`src/rtl/fsb_axis_sched_pkg.sv`:
```
// Shared types, state encoding and defaults for the FSB->AXIS transmit scheduler.
package fsb_axis_sched_pkg;

   localparam int unsigned FSB_PKT_W         = 80;
   localparam int unsigned DEF_AXIS_WIDTH    = 128;
   localparam int unsigned DEF_BURST_BEATS   = 4;
   localparam int unsigned DEF_FLUSH_TIMEOUT = 64;
   localparam int unsigned DEF_KEEP_W        = DEF_AXIS_WIDTH / 8;

   typedef logic [FSB_PKT_W-1:0] fsb_pkt_t;

   typedef enum logic [1:0] {
      IDLE = 2'd0,
      FILL = 2'd1,
      PAD  = 2'd2
   } sched_state_e;

   localparam logic [DEF_KEEP_W-1:0] TKEEP_DATA = '1;
   localparam logic [DEF_KEEP_W-1:0] TKEEP_PAD  = '0;

   // Counter width that stays legal for a modulus of 1.
   function automatic int unsigned cnt_w(input int unsigned n);
      return (n > 1) ? $clog2(n) : 1;
   endfunction

endpackage

```
`src/rtl/fsb_rr_arbiter.sv`:
```
// Round-robin arbiter: combinational grant from the first valid requester at or after
// the pointer; the pointer moves past the grantee whenever a grant is issued.
module fsb_rr_arbiter
   import fsb_axis_sched_pkg::*;
#(
   parameter  int unsigned NUM_REQ = 4,
   localparam int unsigned IDW     = cnt_w(NUM_REQ)
) (
   input  logic               clk,
   input  logic               reset,
   input  logic               en,
   input  logic [NUM_REQ-1:0] req,
   output logic [NUM_REQ-1:0] grant_c,
   output logic [IDW-1:0]     grant_id_c,
   output logic               grant_v_c
);

   logic [IDW-1:0] ptr;

   // Rotating priority search starting at the pointer.
   always_comb begin
      int unsigned idx;
      idx        = 0;
      grant_v_c  = 1'b0;
      grant_id_c = '0;
      for (int i = 0; i < NUM_REQ; i++) begin
         idx = (32'(ptr) + 32'(i)) % NUM_REQ;
         if (en && !grant_v_c && req[IDW'(idx)]) begin
            grant_v_c  = 1'b1;
            grant_id_c = IDW'(idx);
         end
      end
      grant_c = grant_v_c ? (NUM_REQ'(1) << grant_id_c) : '0;
   end

   always_ff @(posedge clk) begin
      if (reset) begin
         ptr <= '0;
      end else if (grant_v_c) begin
         ptr <= (grant_id_c == IDW'(NUM_REQ - 1)) ? '0 : grant_id_c + 1'b1;
      end
   end

endmodule

```
`src/rtl/fsb_axis_tx_scheduler.sv`:
```
// Shares one FSB->host AXIS path among NUM_REQ sources, framing beats into tlast bursts
// and padding stale partial bursts. FSB_SCHED_PERF_CNT_EN adds grant/pad perf counters.
module fsb_axis_tx_scheduler
   import fsb_axis_sched_pkg::*;
#(
   parameter  int unsigned NUM_REQ       = 4,
   parameter  int unsigned FSB_WIDTH     = FSB_PKT_W,
   parameter  int unsigned AXIS_WIDTH    = DEF_AXIS_WIDTH,
   parameter  int unsigned BURST_BEATS   = DEF_BURST_BEATS,
   parameter  int unsigned FLUSH_TIMEOUT = DEF_FLUSH_TIMEOUT,
   localparam int unsigned IDW           = cnt_w(NUM_REQ),
   localparam int unsigned KEEP_W        = AXIS_WIDTH / 8
) (
   input  logic                              clk_i,
   input  logic                              reset_i,
   input  logic [NUM_REQ-1:0]                req_v_i,
   input  logic [NUM_REQ-1:0][FSB_WIDTH-1:0] req_data_i,
   output logic [NUM_REQ-1:0]                req_ready_o,
   output logic                              m_axis_tvalid_o,
   output logic [AXIS_WIDTH-1:0]             m_axis_tdata_o,
   output logic [KEEP_W-1:0]                 m_axis_tkeep_o,
   output logic                              m_axis_tlast_o,
   input  logic                              m_axis_tready_i,
   output logic [IDW-1:0]                    grant_id_o,
   output logic                              busy_o
`ifdef FSB_SCHED_PERF_CNT_EN
   ,
   output logic [NUM_REQ-1:0][31:0]          perf_grant_cnt_o,
   output logic [31:0]                       perf_pad_cnt_o
`endif
);

   localparam int unsigned BCW = cnt_w(BURST_BEATS);
   localparam int unsigned TOW = cnt_w(FLUSH_TIMEOUT);

   sched_state_e   state;
   logic [BCW-1:0] beat_cnt;
   logic [TOW-1:0] to_cnt;

   logic                 free_c;
   logic                 grant_en_c;
   logic [NUM_REQ-1:0]   grant_c;
   logic [IDW-1:0]       grant_id_c;
   logic                 grant_v_c;
   logic                 pad_load_c;
   logic                 last_c;
   logic                 idle_c;
   logic [FSB_WIDTH-1:0] pkt_c;

   assign free_c     = !m_axis_tvalid_o || m_axis_tready_i;
   assign grant_en_c = free_c && (state != PAD) && !reset_i;
   assign pad_load_c = free_c && (state == PAD);
   assign last_c     = (beat_cnt == BCW'(BURST_BEATS - 1));
   assign idle_c     = free_c && !(|req_v_i);
   assign pkt_c      = req_data_i[grant_id_c];
   assign busy_o     = (state != IDLE) || m_axis_tvalid_o;
   assign req_ready_o = grant_c;

   fsb_rr_arbiter #(
      .NUM_REQ (NUM_REQ)
   ) u_arb (
      .clk        (clk_i),
      .reset      (reset_i),
      .en         (grant_en_c),
      .req        (req_v_i),
      .grant_c    (grant_c),
      .grant_id_c (grant_id_c),
      .grant_v_c  (grant_v_c)
   );

   // Output register, burst framing and flush FSM.
   always_ff @(posedge clk_i) begin
      if (reset_i) begin
         state           <= IDLE;
         beat_cnt        <= '0;
         to_cnt          <= '0;
         m_axis_tvalid_o <= 1'b0;
         m_axis_tdata_o  <= '0;
         m_axis_tkeep_o  <= '0;
         m_axis_tlast_o  <= 1'b0;
         grant_id_o      <= '0;
      end else begin
         if (grant_v_c) begin
            m_axis_tvalid_o <= 1'b1;
            m_axis_tdata_o  <= AXIS_WIDTH'(pkt_c);
            m_axis_tkeep_o  <= '1;
            m_axis_tlast_o  <= last_c;
            grant_id_o      <= grant_id_c;
         end else if (pad_load_c) begin
            m_axis_tvalid_o <= 1'b1;
            m_axis_tdata_o  <= '0;
            m_axis_tkeep_o  <= '0;
            m_axis_tlast_o  <= last_c;
            grant_id_o      <= '0;
         end else if (free_c) begin
            m_axis_tvalid_o <= 1'b0;
         end

         if (grant_v_c || pad_load_c) begin
            beat_cnt <= last_c ? '0 : beat_cnt + 1'b1;
         end

         // Timeout only advances while the output could take a beat but nobody offers one.
         case (state)
            IDLE: begin
               to_cnt <= '0;
               if (grant_v_c && !last_c) state <= FILL;
            end
            FILL: begin
               if (grant_v_c) begin
                  to_cnt <= '0;
                  if (last_c) state <= IDLE;
               end else if (idle_c) begin
                  if (to_cnt == TOW'(FLUSH_TIMEOUT - 1)) begin
                     to_cnt <= '0;
                     state  <= PAD;
                  end else begin
                     to_cnt <= to_cnt + 1'b1;
                  end
               end
            end
            PAD: begin
               if (pad_load_c && last_c) state <= IDLE;
            end
            default: state <= IDLE;
         endcase
      end
   end

`ifdef FSB_SCHED_PERF_CNT_EN
   // Saturating per-requester accept counters and pad beat counter.
   always_ff @(posedge clk_i) begin
      if (reset_i) begin
         perf_grant_cnt_o <= '0;
         perf_pad_cnt_o   <= '0;
      end else begin
         for (int i = 0; i < NUM_REQ; i++) begin
            if (grant_c[i] && (perf_grant_cnt_o[i] != 32'hFFFF_FFFF)) begin
               perf_grant_cnt_o[i] <= perf_grant_cnt_o[i] + 32'd1;
            end
         end
         if (pad_load_c && (perf_pad_cnt_o != 32'hFFFF_FFFF)) begin
            perf_pad_cnt_o <= perf_pad_cnt_o + 32'd1;
         end
      end
   end
`endif

endmodule

```
`config.mk`:
```
export PLATFORM = sky130hd
export DESIGN_NAME = fsb_axis_tx_scheduler
export DESIGN_NICKNAME = d
export VERILOG_FILES = /design/src/rtl/fsb_axis_sched_pkg.sv /design/src/rtl/fsb_rr_arbiter.sv /design/src/rtl/fsb_axis_tx_scheduler.sv
export SDC_FILE = /design/constraint.sdc
export NUM_CORES = 1
export LEC_CHECK = 0
export CAP_MARGIN = 20
export CORE_AREA = 10 10 180 182
export DETAILED_ROUTE_END_ITERATION = 8
export DIE_AREA = 0 0 190 192
export PLACE_DENSITY = 0.59
export SKIP_LAST_GASP = 1
export SLEW_MARGIN = 15
export SYNTH_ARGS = -nofsm -noshare
export SYNTH_HDL_FRONTEND = slang
export SYNTH_SLANG_ARGS = --single-unit
```
`constraint.sdc`:
```
create_clock -name clk_i -period 8.63 [get_ports clk_i]
set_input_delay 2.1575 -clock clk_i [delete_from_list [all_inputs] [get_ports clk_i]]
set_output_delay 2.1575 -clock clk_i [all_outputs]
set_load 0.01 [all_outputs]
```
# == After elaboration in Yosys (flattened, before gate mapping) ==
# Index checks and enable logic that the tools add are counted.
# Widths: inputs -> output; s select.
# word_totals
reg_bits,112
input_bits,327
elab_cells,106
output_inout_bits,153
# classes
shifts,1
n_addsub,6
muxes,43
reduce_logical,31
n_eq_ne,11
order_cmp,5
# ops
cell,count
$mux 80,3
$bmux 80 s2,1
$mux 16,2
$mux 2,14
$mux 6,3
$lt 2x3->1 const B,5
$logic_and 1x1->1,13
$mux 1,13
$pmux 6 s2,1
$ne 3x3->1 const B,3
$bmux 1 s2,4
$logic_not 1->1,7
$add 2x1->2 const B,3
$add 6x1->6 const B,1
$eq 2x2->1 const B,3
$eq 6x6->1 const B,1
$pmux 2 s3,1
$reduce_bool 2->1,3
$reduce_and 5->1,1
$add 2x2->2 const B,2
$mux 4,1
$ne 2x2->1 const B,2
$reduce_or 4->1,1
$shl 1x2->4 const A,1
6 further kinds,8

# == Longest topological paths before layout ==
# Gate-level depths: netlist of run 1.
# logic_depth
depth_word,21
ltp_mapped,10
mapped_depth_nobuf,7

# == Hierarchy ==
# Synthesis of run 1 repeated with hierarchy kept, for this count alone.
# unflattened
cells_unflattened,572
hier_area_um2,6232.2
# by_module_without_submodules
module,area_per_inst_um2,seq_area_each_um2,n_inst,cells_each
fsb_axis_tx_scheduler,5788.1,1901.8,1,519
fsb_rr_arbiter,444.2,40.0,1,53

# == Least setup slack after synthesis of run 1 ==
# No wires, ideal clock.
# synth_timing
path_kind,input-to-output
from,in req_v_i[3]
to,out req_ready_o[0]
arrival_ps,3583
setup_slack_ps,2890
path_stages,9
t_required_ps,6472
path_buffers,3
path_cell_list,clkbuf_1 > a21o_1 > clkbuf_1 > nand3_1 > buf_2 > nor2_1 > inv_1 > ha_1 > and3_1
# synth_between
elab_chain_cells,18
word_cells_on_any_way,28
classes_between,shift (1); mux (17); reduce/logical (10)
# synth_lines
item,line,text
from (decl),fsb_axis_tx_scheduler.sv:16,"input logic [NUM_REQ-1:0] req_v_i,"
$bmux 1 s2,fsb_rr_arbiter.sv:28,if (en && !grant_v_c && req[IDW'(idx)]) begin
$mux 1 (not written as such),fsb_rr_arbiter.sv:28,
$logic_and 1x1->1,fsb_rr_arbiter.sv:28,
$mux 1,fsb_rr_arbiter.sv:28,
$logic_not 1->1,fsb_rr_arbiter.sv:28,
$logic_and 1x1->1 (2 in a row),fsb_rr_arbiter.sv:28,
$mux 1,fsb_rr_arbiter.sv:28,
$logic_not 1->1,fsb_rr_arbiter.sv:28,
$logic_and 1x1->1 (2 in a row),fsb_rr_arbiter.sv:28,
$mux 1,fsb_rr_arbiter.sv:28,
$logic_not 1->1,fsb_rr_arbiter.sv:28,
$logic_and 1x1->1 (2 in a row),fsb_rr_arbiter.sv:28,
$mux 2,fsb_rr_arbiter.sv:28,
$shl 1x2->4,fsb_rr_arbiter.sv:33,grant_c = grant_v_c ? (NUM_REQ'(1) << grant_id_c) : '0;
$mux 4 *,fsb_rr_arbiter.sv:33,
to (decl),fsb_axis_tx_scheduler.sv:18,"output logic [NUM_REQ-1:0] req_ready_o,"
# Mark *: on every way between the ends. The rest lies on a longest branch, timed or not. The select of a mux whose other input is x is not followed.

# == Worst setup path in the final report of run 1 ==
# Ends and elaborated chain as after synthesis.

==> flow_summary.yaml, run 1 <==
status:
  outcome: "completed"
yosys:
  ys_seq_area_share_pct: 27.98
  synthTopCellsByCount: "dfxtp_1, nand2_1, nand4_1, clkbuf_1, mux2i_1"
  synth-warning-count: 0
  syn_area_per_cell_sq_um: 8.243
  synth_cell_types: 39
  synth-seq-cells: 97
  synth.most_common_cell: "dfxtp_1"
  synth_area_sq_um: 6940
  synth-edff-count: 0
  synth_area_leader_cell: "dfxtp_1"
  async_reset_ff_share_pct: 0
  ys.flop_type: "dfxtp_1"
  syn_inst: 842
  synth_area_leaders: "dfxtp_1, mux2i_1, a211o_1"
  synth_top_area_share_pct: 27.98
placed_design:
  gp_congestion: 0.8189
  place_area_sq_um: 11230
  dp_hpwl_microns: 26650
  port_buffers: 431
  dp_slack_ps: 1680
timing:
  setup_slack_ps: 1664
  min_period_ps: 6966
  fin_crit_sh_pct: 80.72
  fin_tns_setup_ps: 0
  tightest_slew_ps: 1081
  finalSetupViolations: 0
  final_max_slew_viol_count: 0
  fin_hold_ws_ps: 462.6
  fin_worst_skew_ps: 19.11
  max_freq_mhz: 143.6
  relSlewSlack_pct: 27.90
  rsz0062_at_grt: "no"
  hold_viol_final: 0
drt:
  viasPerCell: 5.135
  drc_errors: 0
  dr.pass1.iters: 7
  routed_wirelength_microns: 35880
  vias: 8067
  drt_iter0_markers: 430
  ant_nets: 0
  wl_per_cell_microns: 22.84
worst_setup_path:
  path_cells: "clkdlybuf4s50_1 -> or2_4 -> nand3_4 -> nor2_1 -> inv_1 -> ha_1 -> and3_1 -> clkdlybuf4s50_1"
  crit_type: "primary input to output pin"
  cp-start-kind: "primary input"
  critPathCaptureType: "output pin"
  critPathMaxFanout: 38
  slowest_delay_ps: 770
  required_ps: 6470
  critical-path-slowest-cell: "clkdlybuf4s50_1"
  crit_path_frequent_cell: "clkdlybuf4s50_1"
  critPathArrivalTime_ps: 4810
power_and_ir_drop:
  power.density_nw_per_um2: 134.7
  switchingPower_mw: 0.5004
  p_leak_nw: 4.261
  combPwrFrac_pct: 37.7
  intPower_mw: 1.055
  swShare_pct: 32.18
  clock_power_share_pct: 28.5
  p_seq_share_pct: 33.7
  ir_drop_mv: 0.09927
global_route:
  overflow: 0
  met1_usage_pct: 21.91
  antenna_found_initial: 0
  grt_pass1_vias: 8196
  use_met2_pct: 31.83
  busiest_layer: "met2"
  grt_pass1_wl_microns: 52180
  grt_usage_pct: 18.24
  grt_max_degree: 81
  use_met3_pct: 4.752
cts:
  cts.path.max_buffers: 2
  cts_root_buffer: "clkbuf_16"
  cts_buffers: 9
  ctsResizeCount: 0
  cts_tree: "built"
  ctsHtreeMaxLevel: 3
  clock-sinks: 97
  cts_setup_buffers: 0
  clk_pin_slew_ps: 80
  insertion_delay_ps: 350
  cts_hold_buffers: 0
run:
  max_cap_viol_count: 0
die:
  core_sq_um: 28630
  dieHeight_microns: 192
  die_area_sq_um: 36480
  initial_core_util_pct: 24.25
  num_rows: 62
  num_io_pins: 480
  die_w_microns: 190
final_layout:
  diodes: 0
  final_core_util_pct: 40.32
  stdcell_area_sq_um: 11540
  layout-drive-gt1-share_pct: 3.623
  final_nets: 1515
  area_growth_pct: 66.31
min_path:
  min_path_type: "flop to flop"
[layout by cell type, fill, tap and decap left out, drive strengths merged, types with 15 or more instances in the layout]
cell type / instances
nor2: 15
mux2i: 83
o31ai: 80
conb: 48
nand2: 89
dfxtp: 97
o211ai: 80
clkdlybuf4s50: 431
a211o: 80
nand4: 84
[layer usage]
metal  up-vias  part of all wire (%)
li1       3814                     -
met1      3848                    41
met2       389                    50
met3        16                   8.3
met4         0                  0.97
met5         -                     0
[power groups by stage]
stage               clock [mW]  combinational (mW)  sequential [mW]
floorplan                    0               0.255            0.554
global placement             0               0.589            0.533
global route             0.480               0.629            0.531
detailed placement           0               0.590            0.535
CTS                      0.463               0.593            0.525
finish                   0.444               0.586            0.525
[through the flow]
step	total power, mW	cells
after floorplan	0.8087	889
after global placement	1.122	1555
after detailed placement	1.125	1555
after CTS	1.581	1571
after global routing	1.640	1571
final	1.555	1571
[logic make-up (layout without fill, tap and decap cells)]
group | Yosys count | after routing | synth area share [%]
compound gates | 268 | 268 | 29.87
xor+xnor | 4 | 4 | 0.5049
other cells | 1 | 48 | 0.05403
buf+inv | 167 | 465 | 12.91
flops | 97 | 97 | 27.98
simple gates | 216 | 216 | 15.63
mux | 83 | 83 | 11.97
fa+ha+maj | 6 | 6 | 1.082
[state kept, by name, summed over array words and instances (netlist names)]
register / flops
m_axis_tdata_o: 80
to_cnt: 6
beat_cnt: 2
grant_id_o: 2
state: 2
u_arb.ptr: 2
m_axis_tkeep_o: 1
m_axis_tlast_o: 1
m_axis_tvalid_o: 1
[worst paths after layout]
path | slack, ps | endpoint | from | depth (start not counted)
max reg2reg | 5360 | m_axis_tdata_o[70]$_SDFFE_PP0P_ | u_arb.ptr[1]$_SDFFE_PP0P_ | 7
min reg2reg | 460 | grant_id_o[0]$_SDFFE_PP0P_ | grant_id_o[0]$_SDFFE_PP0P_ | 2
min | 460 | grant_id_o[0]$_SDFFE_PP0P_ | grant_id_o[0]$_SDFFE_PP0P_ | 2
max | 1660 | req_ready_o[0] | req_v_i[3] | 8
[layout make-up]
class	count	area, sq um
Fill cell	2868	17080
Timing Repair Buffer	445	4419
Multi-Input combinational cell	625	4372
Sequential cell	97	1942
Tap cell	384	480.5
Clock buffer	11	252.7
Clock inverter	5	61.31
Inverter	4	15.01
[worst max-delay path: cells and delay by family]
| kind | cells | cell delay, ps |
|---|---|---|
| and+or+nand+nor | 4 | 1060 |
| adders and majority gates | 1 | 190 |
| buffers and inverters | 3 | 1390 |
Note: power is estimated with default switching activity, not from simulation.
==> inputs of run 2 (changes only) <==
CORE_AREA = 10 10 177 179   (was 10 10 180 182)
DIE_AREA = 0 0 187 189   (was 0 0 190 192)
PLACE_DENSITY = 0.61   (was 0.59)
clock period = 7 ns   (was 8.63 ns; I/O delays follow)
==> flow_summary.yaml, run 2 (synthesized netlist as in run 1, its figures left out) <==
status:
  outcome: "completed"
final_layout:
  reg_top3: "m_axis_tdata_o x80, to_cnt x6"
  layout-drive-gt1-share_pct: 4.020
  final_cell_mix: "clkdlybuf4s50_1, dfxtp_1, nand2_1"
  area_growth_pct: 67.55
  finalNonFillerCells: 1572
  fillers: 2832
  final_nets: 1522
  largest_register_ff_count: 80
  diodes: 0
  largest-register: "m_axis_tdata_o"
  final_common_cell: "clkdlybuf4s50_1"
die:
  core_sq_um: 27630
  num_rows: 61
  dieHeight_microns: 189
  die_area_sq_um: 35340
  die_w_microns: 187
  num_io_pins: 480
  initial_core_util_pct: 25.12
timing:
  relSlewSlack_pct: 26.89
  rsz0062_at_grt: "no"
  fin_crit_sh_pct: 82.99
  max_freq_mhz: 172.1
  min_period_ps: 5809
  fin_tns_setup_ps: 0
  fin_worst_skew_ps: 14.89
  final_max_slew_viol_count: 0
  fin_hold_ws_ps: 465.8
  tightest_slew_ps: 1097
  finalSetupViolations: 0
  hold_viol_final: 0
power_and_ir_drop:
  power.total_mw: 1.890
  p_leak_nw: 4.297
  p_seq_share_pct: 34.2
  clock_power_share_pct: 26.6
  power.density_nw_per_um2: 162.5
  intPower_mw: 1.272
  ir_drop_mv: 0.1098
  switchingPower_mw: 0.6180
  swShare_pct: 32.70
  combPwrFrac_pct: 39.1
global_route:
  grt_pass1_wl_microns: 54190
  antenna_found_initial: 1
  grt_usage_pct: 19.25
  grt_max_degree: 81
  grt_pass1_vias: 8454
  overflow: 0
cts:
  cts_hold_buffers: 0
  ctsResizeCount: 0
  cts_setup_buffers: 0
  cts_buffers: 9
  cts_tree: "built"
  cts.path.max_buffers: 2
  clk_pin_slew_ps: 70
  ctsHtreeMaxLevel: 3
  cts_root_buffer: "clkbuf_16"
  insertion_delay_ps: 350
  clock-sinks: 97
run:
  max_cap_viol_count: 0
placed_design:
  port_buffers: 431
  place_inst: 1553
  gp_congestion: 0.8045
  dp_hpwl_microns: 27060
drt:
  routed_wirelength_microns: 36280
  viasPerCell: 5.176
  drc_errors: 0
  drt_iter0_markers: 520
  dr.pass1.iters: 5
  vias: 8136
  wl_per_cell_microns: 23.08
  ant_nets: 0
worst_setup_path:
  crit_type: "primary input to output pin"
  critPathMaxFanout: 18
  critPathCaptureType: "output pin"
  rrSetupSlack_ps: 3940
  cp-start-kind: "primary input"
  critPathArrivalTime_ps: 4060
  required_ps: 5250
min_path:
  min_path_type: "flop to flop"
==> run 2: changes by cell type in the layout (fill, tap and decap cells not counted), moves of 2 or more <==
cell / change
inv_6: -2
buf_4: +2
buf_12: +4
clkbuf_1: +2
==> run 2: layout make-up <==
class	count	area (sq um)	share of cell area, %
multi-input cells	625	4372	37.59
well taps	378	473.0	4.067
clock inverters	3	25.02	0.2152
repair buffers	452	4542	39.06
clock buffers	13	260.3	2.238
inverters	4	15.01	0.1291
flip-flops and latches	97	1942	16.70
==> run 2: stage by stage <==
| step | area, sq um | setup slack, ps | utilization [%] |
|---|---|---|---|
| floorplan | 7117 | 2075 | - |
| global placement | 11280 | 1273 | 40.81 |
| detailed placement | 11280 | 1212 | 40.81 |
| CTS | 11560 | 1210 | 41.84 |
| global route | 11630 | 1087 | 42.09 |
| finish | 11630 | 1191 | 42.09 |
==> run 2: path summary, 6_finish.rpt <==
kind | start | endpoint | cells after the start
max | reset_i | req_ready_o[1] | 8
min | grant_id_o[0]$_SDFFE_PP0P_ | grant_id_o[0]$_SDFFE_PP0P_ | 2
max reg2reg | u_arb.ptr[1]$_SDFFE_PP0P_ | m_axis_tdata_o[33]$_SDFFE_PP0P_ | 7
min reg2reg | grant_id_o[0]$_SDFFE_PP0P_ | grant_id_o[0]$_SDFFE_PP0P_ | 2
==> run 2: layer usage <==
| layer | GRT usage [%] | vias up | part of all wire (%) |
|---|---|---|---|
| li1 | - | 3822 | - |
| met1 | 22.11 | 3891 | 40 |
| met2 | 34.41 | 396 | 51 |
| met3 | 6.468 | 25 | 8.3 |
| met4 | 3.071 | 2 | 0.98 |
| met5 | 0 | - | 0.033 |
==> run 2: critical path, cell delays in order <==
cell             delay [ps]
clkdlybuf4s50_1         400
buf_4                   200
nor3_1                  440
o221a_2                 350
inv_1                    80
ha_1                    190
and3_1                  160
clkdlybuf4s50_1         490
==> run 2: power groups by stage <==
| stage | Combinational [mW] | Clock [mW] | Sequential, mW |
|---|---|---|---|
| finish | 0.740 | 0.503 | 0.647 |
| CTS | 0.739 | 0.524 | 0.647 |
| detailed placement | 0.736 | 0 | 0.659 |
| floorplan | 0.314 | 0 | 0.683 |
| global placement | 0.731 | 0 | 0.657 |
| global route | 0.793 | 0.537 | 0.656 |
==> inputs of run 3 (changes only) <==
CORE_AREA = 10 10 180 182   (was 10 10 177 179)
DIE_AREA = 0 0 190 192   (was 0 0 187 189)
clock period = 4.89 ns   (was 7 ns; I/O delays follow)
==> flow_summary.yaml, run 3 (synthesized netlist as in run 1, its figures left out) <==
status:
  outcome: "completed"
power_and_ir_drop:
  swShare_pct: 32.85
  ir_drop_mv: 0.1053
  combPwrFrac_pct: 39.4
  p_leak_nw: 4.272
  switchingPower_mw: 0.8801
  intPower_mw: 1.799
  power.density_nw_per_um2: 231.4
  clock_power_share_pct: 25.9
  p_seq_share_pct: 34.7
final_layout:
  reg_top3: "m_axis_tdata_o x80, to_cnt x6"
  area_growth_pct: 66.86
  layout-drive-gt1-share_pct: 3.782
  final_nets: 1519
  final_common_cell: "clkdlybuf4s50_1"
  largest_register_ff_count: 80
  diodes: 0
  stdcell_area_sq_um: 11580
  largest-register: "m_axis_tdata_o"
  final_cell_mix: "clkdlybuf4s50_1, dfxtp_1, nand2_1"
global_route:
  grt_usage_pct: 18.43
  grt_pass1_wl_microns: 52900
  grt_pass1_vias: 8417
  overflow: 0
  antenna_found_initial: 0
  grt_max_degree: 81
run:
  max_cap_viol_count: 0
worst_setup_path:
  cp-start-kind: "primary input"
  critPathMaxFanout: 6
  rrSetupSlack_ps: 1980
  cp-endpoint: "req_ready_o[2]"
  r2r_cells: 7
  critPathArrivalTime_ps: 3460
  critPathCaptureType: "output pin"
  crit_type: "primary input to output pin"
  r2r_start: "u_arb.ptr[1]$_SDFFE_PP0P_"
  reg2reg_to: "m_axis_tdata_o[74]$_SDFFE_PP0P_"
  crit_path_start: "req_v_i[0]"
  required_ps: 3670
min_path:
  worstHoldStart: "beat_cnt[0]$_SDFFE_PP0P_"
  hold_path_depth: 2
  min_path_type: "flop to flop"
die:
  initial_core_util_pct: 24.25
  num_io_pins: 480
  num_rows: 62
  die_area_sq_um: 36480
  dieHeight_microns: 192
  die_w_microns: 190
  core_sq_um: 28630
timing:
  finalSetupViolations: 0
  tightest_slew_ps: 1051
  relSlewSlack_pct: 29.92
  fin_worst_skew_ps: 19.65
  fin_crit_sh_pct: 95.68
  max_freq_mhz: 213.7
  final_max_slew_viol_count: 0
  min_period_ps: 4679
  hold_viol_final: 0
  rsz0062_at_grt: "no"
  fin_tns_setup_ps: 0
cts:
  insertion_delay_ps: 350
  cts.path.max_buffers: 2
  clk_pin_slew_ps: 60
  cts_tree: "built"
  cts_root_buffer: "clkbuf_16"
  clock-sinks: 97
  ctsHtreeMaxLevel: 3
  cts_setup_buffers: 0
  cts_hold_buffers: 0
  ctsResizeCount: 0
  cts_buffers: 9
placed_design:
  port_buffers: 431
  place_area_sq_um: 11310
  dp_hpwl_microns: 25920
  gp_congestion: 0.8258
drt:
  drc_errors: 0
  ant_nets: 0
  routed_wirelength_microns: 36340
  vias: 8181
  dr.pass1.iters: 5
  wl_per_cell_microns: 23.08
  viasPerCell: 5.198
  drt_iter0_markers: 480
## run 3: worst min path at each step
| stage | to | slack [ps] |
|---|---|---|
| after global placement | beat_cnt[0]$_SDFFE_PP0P_ | 460 |
| final | beat_cnt[0]$_SDFFE_PP0P_ | 470 |
| after global routing | beat_cnt[0]$_SDFFE_PP0P_ | 500 |
| after floorplan | beat_cnt[0]$_SDFFE_PP0P_ | 450 |
| after CTS | beat_cnt[0]$_SDFFE_PP0P_ | 480 |
| after detailed placement | beat_cnt[0]$_SDFFE_PP0P_ | 470 |
## run 3: cell type report
cell class | count | area [sq um]
clock buffers | 11 | 242.7
inverters | 4 | 15.01
clock inverters | 4 | 30.03
fillers | 2830 | 17040
multi-input cells | 625 | 4372
well taps | 384 | 480.5
flip-flops and latches | 97 | 1942
repair buffers | 449 | 4499
## run 3: critical path: stages
cell,delay [ps]
clkdlybuf4s50_1,500
mux2i_1,330
or2_4,200
nand3_4,70
nor2_1,220
inv_1,120
ha_1,180
and3_1,130
clkdlybuf4s50_1,470
## run 3: per-layer routing
layer | vias up | part of all wire, % | GRT usage [%] | wire, microns
met4 | 0 | 2.2 | 5.464 | 798
met1 | 3941 | 39 | 21.01 | 14090
met3 | 37 | 8.4 | 5.386 | 3042
li1 | 3819 | - | - | -
met5 | - | 0 | 0 | 0
met2 | 384 | 51 | 32.55 | 18410
## run 3: power by group through the flow
stage	registers, mW	logic, mW	clock network (mW)
floorplan	0.978	0.449	0
global placement	0.944	1.05	0
detailed placement	0.946	1.05	0
CTS	0.930	1.06	0.723
global route	0.940	1.13	0.752
finish	0.930	1.05	0.695
## run 3: metrics by stage
stage / worst slack (ps) / total power [mW] / utilization [%] / hold slack, ps / std cells
after floorplan: 1020 / 1.427 / - / 449.3 / 889
after global placement: 233.9 / 1.997 / 39.51 / 458.9 / 1559
after detailed placement: 219.8 / 2.000 / 39.51 / 467.6 / 1559
after CTS: 218.0 / 2.711 / 40.46 / 477.0 / 1574
after global routing: 20.16 / 2.818 / 40.46 / 501.2 / 1574
final: 211.4 / 2.679 / 40.46 / 474.5 / 1574
